### config.mk
export PLATFORM = sky130hd
export DESIGN_NAME = mux_result_deserializer
export DESIGN_NICKNAME = d
export VERILOG_FILES = /design/src/rtl/mux_result_deserializer.sv
export SDC_FILE = /design/constraint.sdc
export NUM_CORES = 1
export LEC_CHECK = 0
export BUFFER_PORTS_ARGS = -buffer_cell sky130_fd_sc_hd__buf_2
export CORE_MARGIN = 4
export CORE_UTILIZATION = 40
export CTS_CLUSTER_DIAMETER = 100
export DETAILED_ROUTE_END_ITERATION = 12
export PLACE_DENSITY = 0.66
export SLEW_MARGIN = 20
export SYNTH_ARGS = -nofsm -noshare
export SYNTH_HDL_FRONTEND = slang
export SYNTH_SLANG_ARGS = --single-unit
### constraint.sdc
create_clock -name clk_i -period 1.64 [get_ports clk_i]
set_input_delay 0.328 -clock clk_i [delete_from_list [all_inputs] [get_ports clk_i]]
set_output_delay 0.328 -clock clk_i [all_outputs]
set_load 0.005 [all_outputs]
### src/rtl/mux_result_deserializer.sv
// Packs one result bit per accepted mux beat (in_and | in_or) into a WIDTH-bit word, LSB first.
// Optional MUX_ONEHOT_CHECK_EN builds a sticky flag for beats with both mux outputs high.
module mux_result_deserializer #(
   parameter int unsigned WIDTH = 8
) (
   input  logic                         clk_i,
   input  logic                         rst_ni,
   input  logic                         in_valid_i,
   output logic                         in_ready_o,
   input  logic                         in_and_i,
   input  logic                         in_or_i,
   output logic                         out_valid_o,
   input  logic                         out_ready_i,
   output logic [WIDTH-1:0]             out_data_o,
   output logic [$clog2(WIDTH+1)-1:0]   bit_count_o,
   output logic                         err_o
);

   localparam int unsigned CntW = $clog2(WIDTH + 1);
   localparam logic [CntW-1:0] LastCnt = CntW'(WIDTH - 1);

   typedef enum logic [0:0] {StCollect, StFull} state_e;

   state_e             state_q, state_d;
   logic [CntW-1:0]    count_q, count_d;
   logic [WIDTH-1:0]   sr_q, sr_d;
   logic [WIDTH-1:0]   data_q, data_d;
   logic [WIDTH-1:0]   sr_shift;
   logic               accept;

   assign in_ready_o  = (state_q == StCollect);
   assign out_valid_o = (state_q == StFull);
   assign out_data_o  = data_q;
   assign bit_count_o = count_q;
   assign accept      = in_valid_i & in_ready_o;
   assign sr_shift    = {in_and_i | in_or_i, sr_q[WIDTH-1:1]};

   always_comb begin
      state_d = state_q;
      count_d = count_q;
      sr_d    = sr_q;
      data_d  = data_q;
      unique case (state_q)
         StCollect: begin
            if (in_valid_i) begin
               sr_d = sr_shift;
               if (count_q == LastCnt) begin
                  data_d  = sr_shift;
                  count_d = '0;
                  state_d = StFull;
               end else begin
                  count_d = count_q + CntW'(1);
               end
            end
         end
         StFull: begin
            // No beat is taken while the word is handed over.
            if (out_ready_i) state_d = StCollect;
         end
         default: state_d = StCollect;
      endcase
   end

   always_ff @(posedge clk_i or negedge rst_ni) begin
      if (!rst_ni) begin
         state_q <= StCollect;
         count_q <= '0;
         sr_q    <= '0;
         data_q  <= '0;
      end else begin
         state_q <= state_d;
         count_q <= count_d;
         sr_q    <= sr_d;
         data_q  <= data_d;
      end
   end

`ifdef MUX_ONEHOT_CHECK_EN
   logic err_q, err_d;

   assign err_d = err_q | (accept & in_and_i & in_or_i);
   assign err_o = err_q;

   always_ff @(posedge clk_i or negedge rst_ni) begin
      if (!rst_ni) err_q <= 1'b0;
      else         err_q <= err_d;
   end
`else
   logic unused_accept;

   assign unused_accept = accept;
   assign err_o         = 1'b0;
`endif

endmodule

==> results.tsv, run 1 <==
stage	metric	value	unit
outcome	run_status	completed	
clock_tree	tritoncts	yes	
worst_hold_path	timing.hold.worst_path_depth	2	
critical_path	worst-r2r-setup-slack	0.13	ns
logic_synthesis	asyncSetResetFlopFracSynth	100.0	%
logic_synthesis	syn_nets	79	
floorplan	initial_utilization	42.01	%
clock_tree	clk_transition_reported_paths	0.10	ns
logic_synthesis	yosys_warnings	0	
logic_synthesis	post_synth_num_cell_types	19	
clock_tree	ctsResizeCount	0	
logic_synthesis	synth_seq_area_share	61.35	%
clock_tree	numCtsBuffers	3	
layout	synthToLayoutAreaGrowth	21.47	%
global_route	grt-ovfl-total	0	
layout	post-route-util	51.03	%
floorplan	die_h	53.16	um
route	drc_errors	0	
timing	rsz0062_at_grt	false	
floorplan	fp.coreArea	1942	sq um
critical_path	worst-r2r-cell-count	5	
critical_path	critPathArrivalTime	1.70	ns
global_route	grt_first_pass_wirelength	2283	um
floorplan	die_width	53.16	um
global_route	grt_max_degree	21	
timing	hold_viol	0	
logic_synthesis	synth_area_per_cell	11.33	sq um
timing	final-max-slew-violation-count	0	
floorplan	floorplan.rows	16	
logic_synthesis	synth-edff-count	0	
floorplan	top_level_ports	21	
layout	final_cell_area	991.0	sq um
critical_path	worst-setup-path-type	register to register	
route	routedWlPerCell	11.35	um
timing	final.period_utilization	91.95	%
worst_hold_path	hp-class	primary input to register	
placement	placedInstanceArea	943.4	sq um
clock_tree	cts.sinks	20	
placement	place.detailed.hpwl	1020	um
pwr	power_leakage	0.5224	nW
placement	io_buffers	19	
logic_synthesis	mappedNetlistArea	815.8	sq um
global_route	initial_antenna_violation_count	0	
clock_tree	htreeDepth	1	
logic_synthesis	ys_dominant_reg_cell	dfrtp_1	
critical_path	crit_fanout	5	
timing	timing.setup.tns	0	ns
pwr	vdd.ir_drop.worst	0.8443	mV
clock_tree	clk-insertion-delay-late	0.30	ns
layout	final_common_cell	nand2_1	
route	totalWireLength	1396	um
route	vias	539	
global_route	via_count_of_the_first_global_routing_pass	518	
timing	fmax	663.2	MHz
placement	globalplace.congestion	0.7067	
global_route	grtUsageTotal	11.36	%
layout	share_of_post_route_cells_with_drive_strength_above_1	36.46	%
clock_tree	cts_max_path_buffers	2	
job	drv_cap	0	
layout	antennaDiodeCount	0	
route	avgViaCountPerCell	4.382	
floorplan	fp.dieArea	2826	sq um
layout	mostFrequentLayoutCells	nand2_1 (25), dfrtp_1 (20), buf_2 (19), mux2_2 (7), buf_4 (4)	
critical_path	critPathRequiredTime	1.83	ns
critical_path	critical_path.endpoint_type	register	
critical_path	critPathLaunchType	register	
timing	worst_clock_skew	0.005220	ns
route	drtIter0Drc	10	
route	drt_pass1_iterations	4	
timing	setup_viol_count_final	0	
logic_synthesis	post_synth_inst_count	72	
clock_tree	ctsRootBufferMaster	clkbuf_4	
timing	fin_crit	1.508	ns
pwr	power.density_cell_area	1601	nW/um^2
route	ant_nets	0	
logic_synthesis	postSynthRegisterBits	20	
layout	fillCellCount	181	
layout	number_of_nets_in_the_finished_design	105	
## critical path, cell delays in order, from the launching register on
cell	delay, ns
dfrtp_1	0.43
ha_1	0.21
nand2_1	0.10
nor3_4	0.18
buf_4	0.17
mux2_2	0.33
## area by class of cell
type / instances / area, sq um / area share (%)
Clock buffer: 3 / 22.52 / 2.273
Timing Repair Buffer: 24 / 135.1 / 13.64
Multi-Input combinational cell: 47 / 291.5 / 29.42
Inverter: 2 / 7.507 / 0.7576
Sequential cell: 20 / 500.5 / 50.51
Tap cell: 27 / 33.78 / 3.409
## cells by family after synthesis
logic type,after synthesis,share of synthesized area [%]
buf+inv,5,2.914
flops,20,61.35
other cells,1,0.4597
compound gates,3,2.148
fa+ha+maj,1,1.533
mux,8,10.89
simple gates,32,18.56
xor+xnor,2,2.148
## cell usage after synthesis, types with 2 or more instances
| cell type | instances | area, sq um |
|---|---|---|
| inv_1 | 2 | 7.510 |
| o21ai_0 | 2 | 10.01 |
| nand2_1 | 25 | 93.84 |
| dfrtp_1 | 20 | 500.5 |
| xnor2_1 | 2 | 17.52 |
| nor2_1 | 2 | 7.510 |
| mux2_2 | 7 | 78.83 |
## where the power goes
group / internal [W] / switching, W
registers: 0.000700 / 0.000155
logic: 0.000279 / 0.000229
clock network: 0.0000856 / 0.000138
## worst paths after layout
kind                                start        endpoint
setup / recovery           bit_count_o[0]   out_data_o[3]
hold / removal                out_ready_i     out_valid_o
setup reg to reg           bit_count_o[0]   out_data_o[3]
hold reg to reg                   sr_q[1]         sr_q[1]
max in group asynchronous          rst_ni         sr_q[7]
min in group asynchronous          rst_ni  bit_count_o[3]
## state kept, by name, indices dropped and copies added (netlist names)
register     flops
bit_count_o      4
out_data_o       8
out_valid_o      1
sr_q             7
## timing repair
action / in CTS / in global routing
endpoints found under the hold margin: 20 / 0
buffers inserted: 0 / 2
endpoints found under the setup margin: 0 / 8
hold buffers: 1 / 0
## layer usage
layer  vias to the layer above  GRT usage [%]  part of all wire, %
li1                        276              -                    -
met1                       247          14.18                   47
met2                        13          17.98                   46
met3                         3          5.070                  6.1
met4                         0          2.553                 0.72
met5                         -              0                    0
## per-stage QoR
step                power (W)  setup slack [ns]  cells  hold WS [ns]
finish               0.001586            0.1321    123        0.1895
detailed placement   0.001376           0.08990    117        0.2994
CTS                  0.001607           0.07469    121        0.1742
global placement     0.001348            0.1331    117        0.2931
floorplan            0.001136            0.1802     72       0.03241
global route         0.001720           0.03762    123        0.1875
Power figures use the tool's default switching activity.
==> run 2: changes to the inputs <==
--- a/constraint.sdc
+++ b/constraint.sdc
@@ -3,2 +3,2 @@
 set_output_delay 0.328 -clock clk_i [all_outputs]
-set_load 0.005 [all_outputs]
+set_load 0.1 [all_outputs]
==> results.tsv, run 2 (synthesis gave the netlist of run 1 again) <==
stage	metric	value	unit	change
critical_path	critPathLaunchType	register		unchanged
clock_tree	tritoncts	yes		unchanged
critical_path	critPathRequiredTime	1.82	ns	was 1.83 ns
clock_tree	cts_max_path_buffers	2		unchanged
critical_path	critical_path.endpoint_type	register		unchanged
timing	setup_slack	0.09756	ns	was 0.1321 ns
critical_path	crit_fanout	8		was 5
route	drtIter0Drc	10		unchanged
layout	mostFrequentLayoutCells	nand2_1 (24), buf_2 (18), dfrtp_1 (15), mux2_2 (6), clkbuf_4 (4)		was nand2_1 (25), dfrtp_1 (20), buf_2 (19), mux2_2 (7), buf_4 (4)
worst_hold_path	hp-class	primary input to register		unchanged
floorplan	initial_utilization	42.01	%	unchanged
floorplan	top_level_ports	21		unchanged
placement	io_buffers	19		unchanged
critical_path	critical_path.top_delay_family	simple AND/OR/NAND/NOR gates		was flip-flops
critical_path	cpPeakStageDelay	0.51	ns	was 0.43 ns
layout	share_of_post_route_cells_with_drive_strength_above_1	43.16	%	was 36.46%
floorplan	die_h	53.16	um	unchanged
timing	timing.setup.tns	0	ns	unchanged
critical_path	path_buf_inv	0		was 1
critical_path	timing.critical_path.slowest_stage_cell	dfrtp_4		was dfrtp_1
timing	rsz0062_at_grt	false		unchanged
clock_tree	cts.sinks	20		unchanged
layout	largest_register_ffs	8		unchanged
critical_path	worstPathCellList	nand2b_4 > nor3_4 > mux2_2		was ha_1 > nand2_1 > nor3_4 > buf_4 > mux2_2
global_route	via_count_of_the_first_global_routing_pass	545		was 518
floorplan	fp.dieArea	2826	sq um	unchanged
critical_path	critPathArrivalTime	1.72	ns	was 1.70 ns
floorplan	die_width	53.16	um	unchanged
placement	dp_worst_setup_slack	0.09644	ns	was 0.08990 ns
route	totalWireLength	1432	um	was 1396 um
route	ant_nets	0		unchanged
placement	place.detailed.hpwl	1068	um	was 1020 um
global_route	grt-ovfl-total	0		unchanged
critical_path	worst-setup-path-type	register to register		unchanged
clock_tree	htreeDepth	1		unchanged
placement	globalplace.congestion	0.7153		was 0.7067
global_route	grt_max_degree	21		unchanged
global_route	grt_first_pass_wirelength	2428	um	was 2283 um
floorplan	floorplan.rows	16		unchanged
route	drc_errors	0		unchanged
layout	synthToLayoutAreaGrowth	24.85	%	was 21.47%
clock_tree	ctsRootBufferMaster	clkbuf_4		unchanged
clock_tree	clk_transition_reported_paths	0.11	ns	was 0.10 ns
route	vias	559		was 539
layout	number_of_nets_in_the_finished_design	103		was 105
route	drt_pass1_iterations	4		unchanged
timing	hold_viol	0		unchanged
route	routedWlPerCell	11.74	um	was 11.35 um
clock_tree	clk-insertion-delay-late	0.29	ns	was 0.30 ns
timing	final-max-slew-violation-count	0		unchanged
job	drv_cap	0		unchanged
timing	fin_crit	1.542	ns	was 1.508 ns
layout	fillCellCount	182		was 181
timing	setup_viol_count_final	0		unchanged
timing	fmax	648.3	MHz	was 663.2 MHz
clock_tree	numCtsBuffers	3		unchanged
timing	worst_clock_skew	0.007875	ns	was 0.005220 ns
layout	antennaDiodeCount	0		unchanged
layout	final_common_cell	nand2_1		unchanged
timing	final.period_utilization	94.05	%	was 91.95%
placement	placed_cells	117		unchanged
outcome	run_status	completed		unchanged
global_route	initial_antenna_violation_count	0		unchanged
layout	layout.cells.non_filler	122		was 123
floorplan	fp.coreArea	1942	sq um	unchanged
global_route	grtUsageTotal	12.07	%	was 11.36%
route	avgViaCountPerCell	4.582		was 4.382
## run 2: cell types whose count changed in the layout (fill, tap and decap cells not counted), sizes merged
cell      delta
buf          -3
clkinvlp     +1
inv          -1
clkbuf       +2
## run 2: layout make-up
type / count / area [sq um] / share of cell area [%]
Clock buffer: 4 / 26.28 / 2.580
Inverter: 2 / 11.26 / 1.106
Multi-Input combinational cell: 47 / 310.3 / 30.47
Sequential cell: 20 / 514.2 / 50.49
Tap cell: 27 / 33.78 / 3.317
Timing Repair Buffer: 22 / 122.6 / 12.04
## run 2: layer usage
metal / routed length, um / GRT usage, % / vias to the layer above
met5: 0 / 0 / -
met4: 10 / 6.383 / 0
met3: 97 / 2.535 / 2
met2: 676 / 19.01 / 20
met1: 647 / 15.44 / 263
li1: - / - / 274
## run 2: repair_timing
item,4_1_cts,5_1_grt
hold buffers,1,0
endpoints found under the setup margin,0,1
setup buffers,0,0
gates resized for setup,0,1
endpoints found under the hold margin,20,0
## run 2: worst paths after layout
path                        startpoint             end  slack [ns]  cells past startpoint
setup / recovery           out_valid_o   out_data_o[5]         0.1                      3
setup reg to reg           out_valid_o   out_data_o[5]         0.1                      3
hold / removal             out_ready_i     out_valid_o        0.20                      2
min in group asynchronous       rst_ni  bit_count_o[3]        0.50                      2
hold reg to reg                sr_q[1]         sr_q[1]        0.50                      2
max in group asynchronous       rst_ni  bit_count_o[1]        0.80                      2
## run 2: metrics by stage
step	hold WS, ns	cell area, sq um	util [%]
after floorplan	0.03241	852.1	-
after global placement	0.2921	979.7	50.45
after CTS	0.1857	1016	52.32
final	0.1951	1018	52.45
after global routing	0.1889	1018	52.45
after detailed placement	0.2970	979.7	50.45
Power of run 2 is not shown: default switching activity piles up to over one toggle a cycle in this logic, so the estimate is an artifact.
